--- src/rtl/fir_i2s_tx.sv ---
// Mono I2S transmitter: requantizes a Q30 filter word to 16 bits with rounding and
// saturation, holds one sample, and sends it in both slots of every 32-bit frame.
module fir_i2s_tx #(
   parameter int BCLK_DIV = 4,
   parameter int SHIFT    = 15
) (
   input  logic        clk,
   input  logic        rst_n,
   input  logic [31:0] din,
   input  logic        din_valid,
   output logic        din_ready,
   output logic        bclk,
   output logic        lrclk,
   output logic        sdata,
   output logic        clip,
   output logic        underrun
);

   localparam int DW = (BCLK_DIV > 1) ? $clog2(BCLK_DIV) : 1;
   localparam logic [DW-1:0] DIV_TC = DW'(BCLK_DIV - 1);
   localparam logic signed [32:0] RND = 33'sd1 <<< (SHIFT - 1);

   logic [DW-1:0]       div_cnt;
   logic [4:0]          bit_cnt;
   logic [4:0]          bit_nxt;
   logic [15:0]         hold;
   logic                hold_full;
   logic [15:0]         word;
   logic [15:0]         load_word;
   logic signed [32:0]  rnd_sum;
   logic signed [32:0]  rnd_shift;
   logic [15:0]         sat_word;
   logic                sat_clip;
   logic                tc;
   logic                fall;
   logic                frame_start;
   logic                accept;

   assign din_ready   = ~hold_full;
   assign accept      = din_valid & ~hold_full;
   assign tc          = (div_cnt == DIV_TC);
   assign fall        = tc & bclk;
   assign frame_start = fall & (bit_cnt == 5'd31);
   assign bit_nxt     = bit_cnt + 5'd1;
   assign load_word   = hold_full ? hold : 16'h0000;

   // Round half toward +inf, then clamp to the 16-bit signed range.
   always_comb begin
      rnd_sum   = $signed({din[31], din}) + RND;
      rnd_shift = rnd_sum >>> SHIFT;
      sat_word  = rnd_shift[15:0];
      sat_clip  = 1'b0;
      if (rnd_shift > 33'sd32767) begin
         sat_word = 16'h7FFF;
         sat_clip = 1'b1;
      end else if (rnd_shift < -33'sd32768) begin
         sat_word = 16'h8000;
         sat_clip = 1'b1;
      end
   end

   always_ff @(posedge clk) begin
      if (!rst_n) begin
         div_cnt   <= '0;
         bclk      <= 1'b0;
         bit_cnt   <= 5'd31;
         lrclk     <= 1'b0;
         sdata     <= 1'b0;
         word      <= 16'h0000;
         hold      <= 16'h0000;
         hold_full <= 1'b0;
         clip      <= 1'b0;
         underrun  <= 1'b0;
      end else begin
         div_cnt  <= tc ? '0 : div_cnt + 1'b1;
         clip     <= 1'b0;
         underrun <= 1'b0;
         if (tc) bclk <= ~bclk;

         if (fall) begin
            bit_cnt <= bit_nxt;
            // Word select flips one BCLK ahead of the slot's MSB.
            lrclk   <= (bit_nxt >= 5'd15) && (bit_nxt <= 5'd30);
            if (frame_start) begin
               word     <= load_word;
               sdata    <= load_word[15];
               underrun <= ~hold_full;
            end else begin
               sdata <= word[4'd15 - bit_nxt[3:0]];
            end
         end

         // A frame load and an acceptance can only coincide when the register was empty.
         if (accept) begin
            hold      <= sat_word;
            hold_full <= 1'b1;
            clip      <= sat_clip;
         end else if (frame_start) begin
            hold_full <= 1'b0;
         end
      end
   end

endmodule

--- config.mk ---
export PLATFORM = sky130hd
export DESIGN_NAME = fir_i2s_tx
export DESIGN_NICKNAME = d
export VERILOG_FILES = /design/src/rtl/fir_i2s_tx.sv
export SDC_FILE = /design/constraint.sdc
export NUM_CORES = 1
export LEC_CHECK = 0
export ABC_AREA = 1
export BUFFER_PORTS_ARGS = -buffer_cell sky130_fd_sc_hd__buf_2
export CORE_AREA = 10 10 86 88
export CTS_CLUSTER_DIAMETER = 50
export CTS_CLUSTER_SIZE = 25
export DETAILED_ROUTE_END_ITERATION = 8
export DIE_AREA = 0 0 96 98
export GPL_TIMING_DRIVEN = 0
export SLEW_MARGIN = 30
export SYNTH_ARGS = -nofsm -noshare
export SYNTH_HDL_FRONTEND = slang
export SYNTH_SLANG_ARGS = --single-unit
export TNS_END_PERCENT = 30
--- constraint.sdc ---
create_clock -name clk -period 4 [get_ports clk]
set_input_delay 0.2 -clock clk [delete_from_list [all_inputs] [get_ports clk]]
set_output_delay 0.2 -clock clk [all_outputs]
set_load 0.005 [all_outputs]
-- Yosys cells after proc, flatten, opt, wreduce, memory -nomap -nowiden
Index checks and enable logic that the tools add are counted.
- reductions and logical operators: 6
- add/subtract/negate cells: 4
- multiplexer cells: 10
- magnitude comparators: 5
- equality and inequality tests: 2
- bitwise logic cells: 6
- operator list (cell ; count):
    16-bit 2-to-1 mux ; 3
    32-bit by 16-bit adder with 33-bit output (second input constant) ; 1
    18-bit by 16-bit greater-than comparator with 1-bit output (second input constant) ; 1
    18-bit by 16-bit < comparator with 1-bit output (second input constant) ; 1
    1-bit 2-to-1 mux ; 6
    5-bit by 1-bit adder with 5-bit output (second input constant) ; 1
    5-bit == test (second input constant) ; 1
    5-bit by 4-bit greater-or-equal comparator with 1-bit output (second input constant) ; 1
    5-bit less-or-equal comparator (second input constant) ; 1
    4-bit by 5-bit < comparator with 1-bit output (second input constant) ; 1
    1-bit binary-select mux with 4-bit select ; 1
    2-bit AND reduction ; 2
    4-bit subtractor (first input constant) ; 1
    1-bit bitwise AND ; 3
    1-bit inverter ; 3
    3-bit AND reduction ; 1
    2-bit by 1-bit adder with 2-bit output (second input constant) ; 1
    2-bit == test (second input constant) ; 1
    2-bit nonzero test ; 1
    2-bit OR reduction ; 1
    1-bit logical AND ; 1
- word-level logic and storage cells: 43
- register bits after elaboration: 45
- input port bits: 35

-- Depth between registers and ports, before layout
- depth in word-level cells: 5
- depth in mapped cells: 13
- mapped depth without buffers: 13

-- Worst setup path before layout
OpenSTA, ideal clock, no wires.
- path kind: register -> register
- from: register bit_cnt[0]
- to: register sdata
- buffers on the path: 2
- path slack: 2.314 ns
- cell stages (with the launch flop): 11
- arrival: 1.617 ns
- cells stage by stage: dfxtp_1 -> inv_1 -> clkbuf_1 -> ha_1 -> clkbuf_1 -> o21ai_0 -> o211ai_1 -> nand3_1 -> nand2_1 -> nand2_1 -> a21oi_1
- word-level cells in the longest chain between the ends: 5
- ends and longest elaborated chain (item ; RTL line ; RTL):
    start: declaration ; 24 ; logic [4:0] bit_cnt;
    start signal: assignment ; 81 ; bit_cnt <= bit_nxt;
    5-bit by 1-bit adder with 5-bit output ; 44 ; assign bit_nxt = bit_cnt + 5'd1;
    named net bit_nxt[0] ; 25 ; logic [4:0] bit_nxt;
    4-bit subtractor ; 89 ; sdata <= word[4'd15 - bit_nxt[3:0]];
    1-bit binary-select mux with 4-bit select ; 89 ;
    1-bit 2-to-1 mux (implied by the code) ; 89 ;
    1-bit 2-to-1 mux ; 84 ; if (frame_start) begin
    end signal: assignment ; 86 ; sdata <= load_word[15];
    end signal: assignment ; 89 ;
    end: declaration ; 14 ; output logic sdata,
The timed path passes the listed nets, and every way through them passes these cells. The select of a mux whose other input is x is not followed.
A chain may end at the register's enable or synchronous reset.

-- Worst setup path in the final report
Same ends and word-level chain as after synthesis.

==> impl_metrics.env <==
export IMPL_final_hold_violation_count=0
export IMPL_postSynthCellCount=319
export IMPL_syn_avg_cell_area_sq_um=7.26
export IMPL_yosys_area_top_type="dfxtp_1"
export IMPL_r2r_worst_path_cells=10
export IMPL_fp_dieW_um=96
export IMPL_grt_max_degree=15
export IMPL_clockBufferDepth=2
export IMPL_drtPass1Iterations=4
export IMPL_cts_tree="done"
export IMPL_async_flop_share_pct=0
export IMPL_critPathMaxFanout=10
export IMPL_worstPathArrival_ns=2.36
export IMPL_dp_hpwl_mm=4.12
export IMPL_drt_vias_per_instance=4.83
export IMPL_wl_met3_um=249
export IMPL_drive_gt1_share_pct=16.1
export IMPL_synth_top_area_share_pct=38.9
export IMPL_drv_cap=0
export IMPL_routed_wirelength_mm=5.35
export IMPL_synth_area_top_cells="dfxtp_1 39%, nand2_1 11%, nor2_1 7.6%"
export IMPL_insertedDiodeCount=0
export IMPL_root_buffer="clkbuf_8"
export IMPL_syn_nets=359
export IMPL_synth_main_ff_cell="dfxtp_1"
export IMPL_status="finished clean"
export IMPL_period_needed_ns=2.13
export IMPL_rsz0062_at_grt="false"
export IMPL_initialDrtViolationCount=89
export IMPL_worst_slew_pin_slew_ns=0.498
export IMPL_place_congestion=0.831
export IMPL_cp_start_kind="register"
export IMPL_detail_route_wl_per_cell_um=12.5
export IMPL_r2r_setup_slack_ns=1.87
export IMPL_grtUsageTotal_pct=11.9
export IMPL_clkLatencyLatePin_ns=0.29
export IMPL_critPathRequiredTime_ns=4.23
export IMPL_die_area_sq_um=9410
export IMPL_top_layer_used="met4"
export IMPL_m1WireLength_mm=2.50
export IMPL_io_pins=41
export IMPL_crit_chain="inv_1 -> clkbuf_1 -> ha_1 -> clkbuf_1 -> o21ai_0 -> o211ai_1 -> nand3_1 -> nand2_1 -> nand2_1 -> a21oi_1"
export IMPL_r2r_start="bit_cnt[0]"
export IMPL_cts_setup_buffers=0
export IMPL_grt_pass1_wl_mm=9.31
export IMPL_maxSlewViolCount=0
export IMPL_core_sq_um=5750
export IMPL_post_route_drc_count=0
export IMPL_path_class="reg -> reg"
export IMPL_vdd_ir_drop_max_uv=199
export IMPL_setup_viol=0
export IMPL_grt_pass1_vias=2091
export IMPL_ctsHoldBuffers=0
export IMPL_fin_area_sq_um=2650
export IMPL_total_power_w=0.000918
export IMPL_synth_seq_cells=45
export IMPL_syn2layout_area_growth_pct=14.5
export IMPL_initial_core_util_pct=40.3
export IMPL_fin_tns_setup_ns=0
export IMPL_critPathLaunch="bit_cnt[0]"
export IMPL_timing_rr_end="sdata"
export IMPL_cts_buffers=5
export IMPL_antenna_found_initial=0
export IMPL_place_area_sq_um=2540
export IMPL_synth_warnings=0
export IMPL_min_path_type="in -> reg"
export IMPL_fp_row_count=28
export IMPL_syn_area_sq_um=2320
export IMPL_cp_slowest_cell="dfxtp_1"
export IMPL_clkTransAtPathRegs_ns=0.09
export IMPL_port_buffers=26
export IMPL_synth_edf_count=0
export IMPL_ys_types=35
export IMPL_numClockSinks=45
export IMPL_worstSetupEndpointType="register"
export IMPL_ys_seq_area_share_pct=38.9
export IMPL_layout_nets=392
export IMPL_layout_worst_path_cycle_share_pct=53.3
export IMPL_fin_worst_skew_ns=0.00436
export IMPL_postRouteAntennaNets=0
export IMPL_cts_htree_levels=2
export IMPL_crit_end="sdata"
export IMPL_p_leak_nw=1.14
export IMPL_fmax_mhz=469
export IMPL_wl_met2_mm=2.56
export IMPL_crit_path_max_incr_delay_ns=0.37
export IMPL_powerDensity_nw_per_um2=346
export IMPL_slew_headroom_pct=66.6
export IMPL_cts_resized=0
export IMPL_vias=2066
export IMPL_die_y_um=98
export IMPL_grt_overflow_total=0
## cells by family (layout without fill, tap and decap cells)
kind of cell	after synthesis	after routing	share of synthesized area, %
compound gates	71	71	18.0
xor+xnor	15	15	5.67
fa+ha+maj	5	5	2.70
buf+inv	34	68	6.10
flops	45	45	38.9
simple gates	149	149	28.6
## area by class of cell
type	count	area (sq um)
Buffer	12	58.8
Clock buffer	6	72.6
Clock inverter	2	38.8
Fill cell	605	3090
Inverter	22	82.6
Multi-Input combinational cell	240	1270
Sequential cell	45	901
Tap cell	75	93.8
Timing Repair Buffer	26	130
## registers in the layout, summed over array words and instances, names as in the netlist
register / count
bclk: 1
clip: 1
underrun: 1
sdata: 1
hold_full: 1
div_cnt: 2
bit_cnt: 5
word: 16
hold: 16
lrclk: 1
## worst min-delay path by stage
stage	start	endpoint	cells past startpoint
after floorplan	rst_n	sdata	2
after global placement	div_cnt[0]	div_cnt[0]	1
after detailed placement	div_cnt[0]	div_cnt[0]	1
after CTS	din_valid	hold_full	3
after global routing	din_valid	hold_full	3
final	din_valid	hold_full	3
## metal layers
layer	vias up	GRT usage, %
met5	-	0
met4	0	3.41
met3	4	2.76
met2	42	19.8
met1	908	14.6
li1	1112	-
## worst max-delay path: cells and delay by family, from the launching register on
family                     cells  cell delay [ns]
buffers and inverters          3             0.60
and+or+nand+nor                3             0.22
adders and majority gates      1             0.33
AOI/OAI and AO/OA              3             0.55
DFF                            1             0.37
## layout by cell type, fill, tap and decap left out, drive strengths merged, types with 6 or more instances in the layout
cell and instances:
a21oi 28, buf 30, clkbuf 14, dfxtp 45, inv 21, nand2 71, nand3 18, nor2 53
o21ai 30, xnor2 9, xor2 6
## metrics by stage
step / utilization [%] / setup slack (ns) / hold slack [ns] / cells
global placement: 44.2 / 2.00 / 0.415 / 420
finish: 46.2 / 1.87 / 0.172 / 428
CTS: 46.2 / 1.88 / 0.170 / 428
global route: 46.2 / 1.64 / 0.201 / 428
detailed placement: 44.2 / 1.98 / 0.420 / 420
floorplan: - / 2.31 / 0.338 / 319
## power breakdown
part	internal [W]	switching [W]	total [W]
registers	0.000466	0.00000918	0.000475
logic	0.0000390	0.0000638	0.000103
clock network	0.000188	0.000153	0.000340
## synthesized netlist by cell type, types with 2 or more instances
master	number
a22oi_1	5
nand3_1	16
nor2_1	47
nor2_4	2
nand2_4	2
nand2_2	3
ha_1	5
o21ai_0	29
clkbuf_1	8
a21oi_2	2
o211ai_1	5
inv_1	18
dfxtp_1	45
nand2_1	66
xor2_1	6
buf_2	2
inv_2	3
xnor2_1	9
nor2_2	4
a21oi_1	25
nor3_1	3
Note: power is estimated with default switching activity, not from simulation.
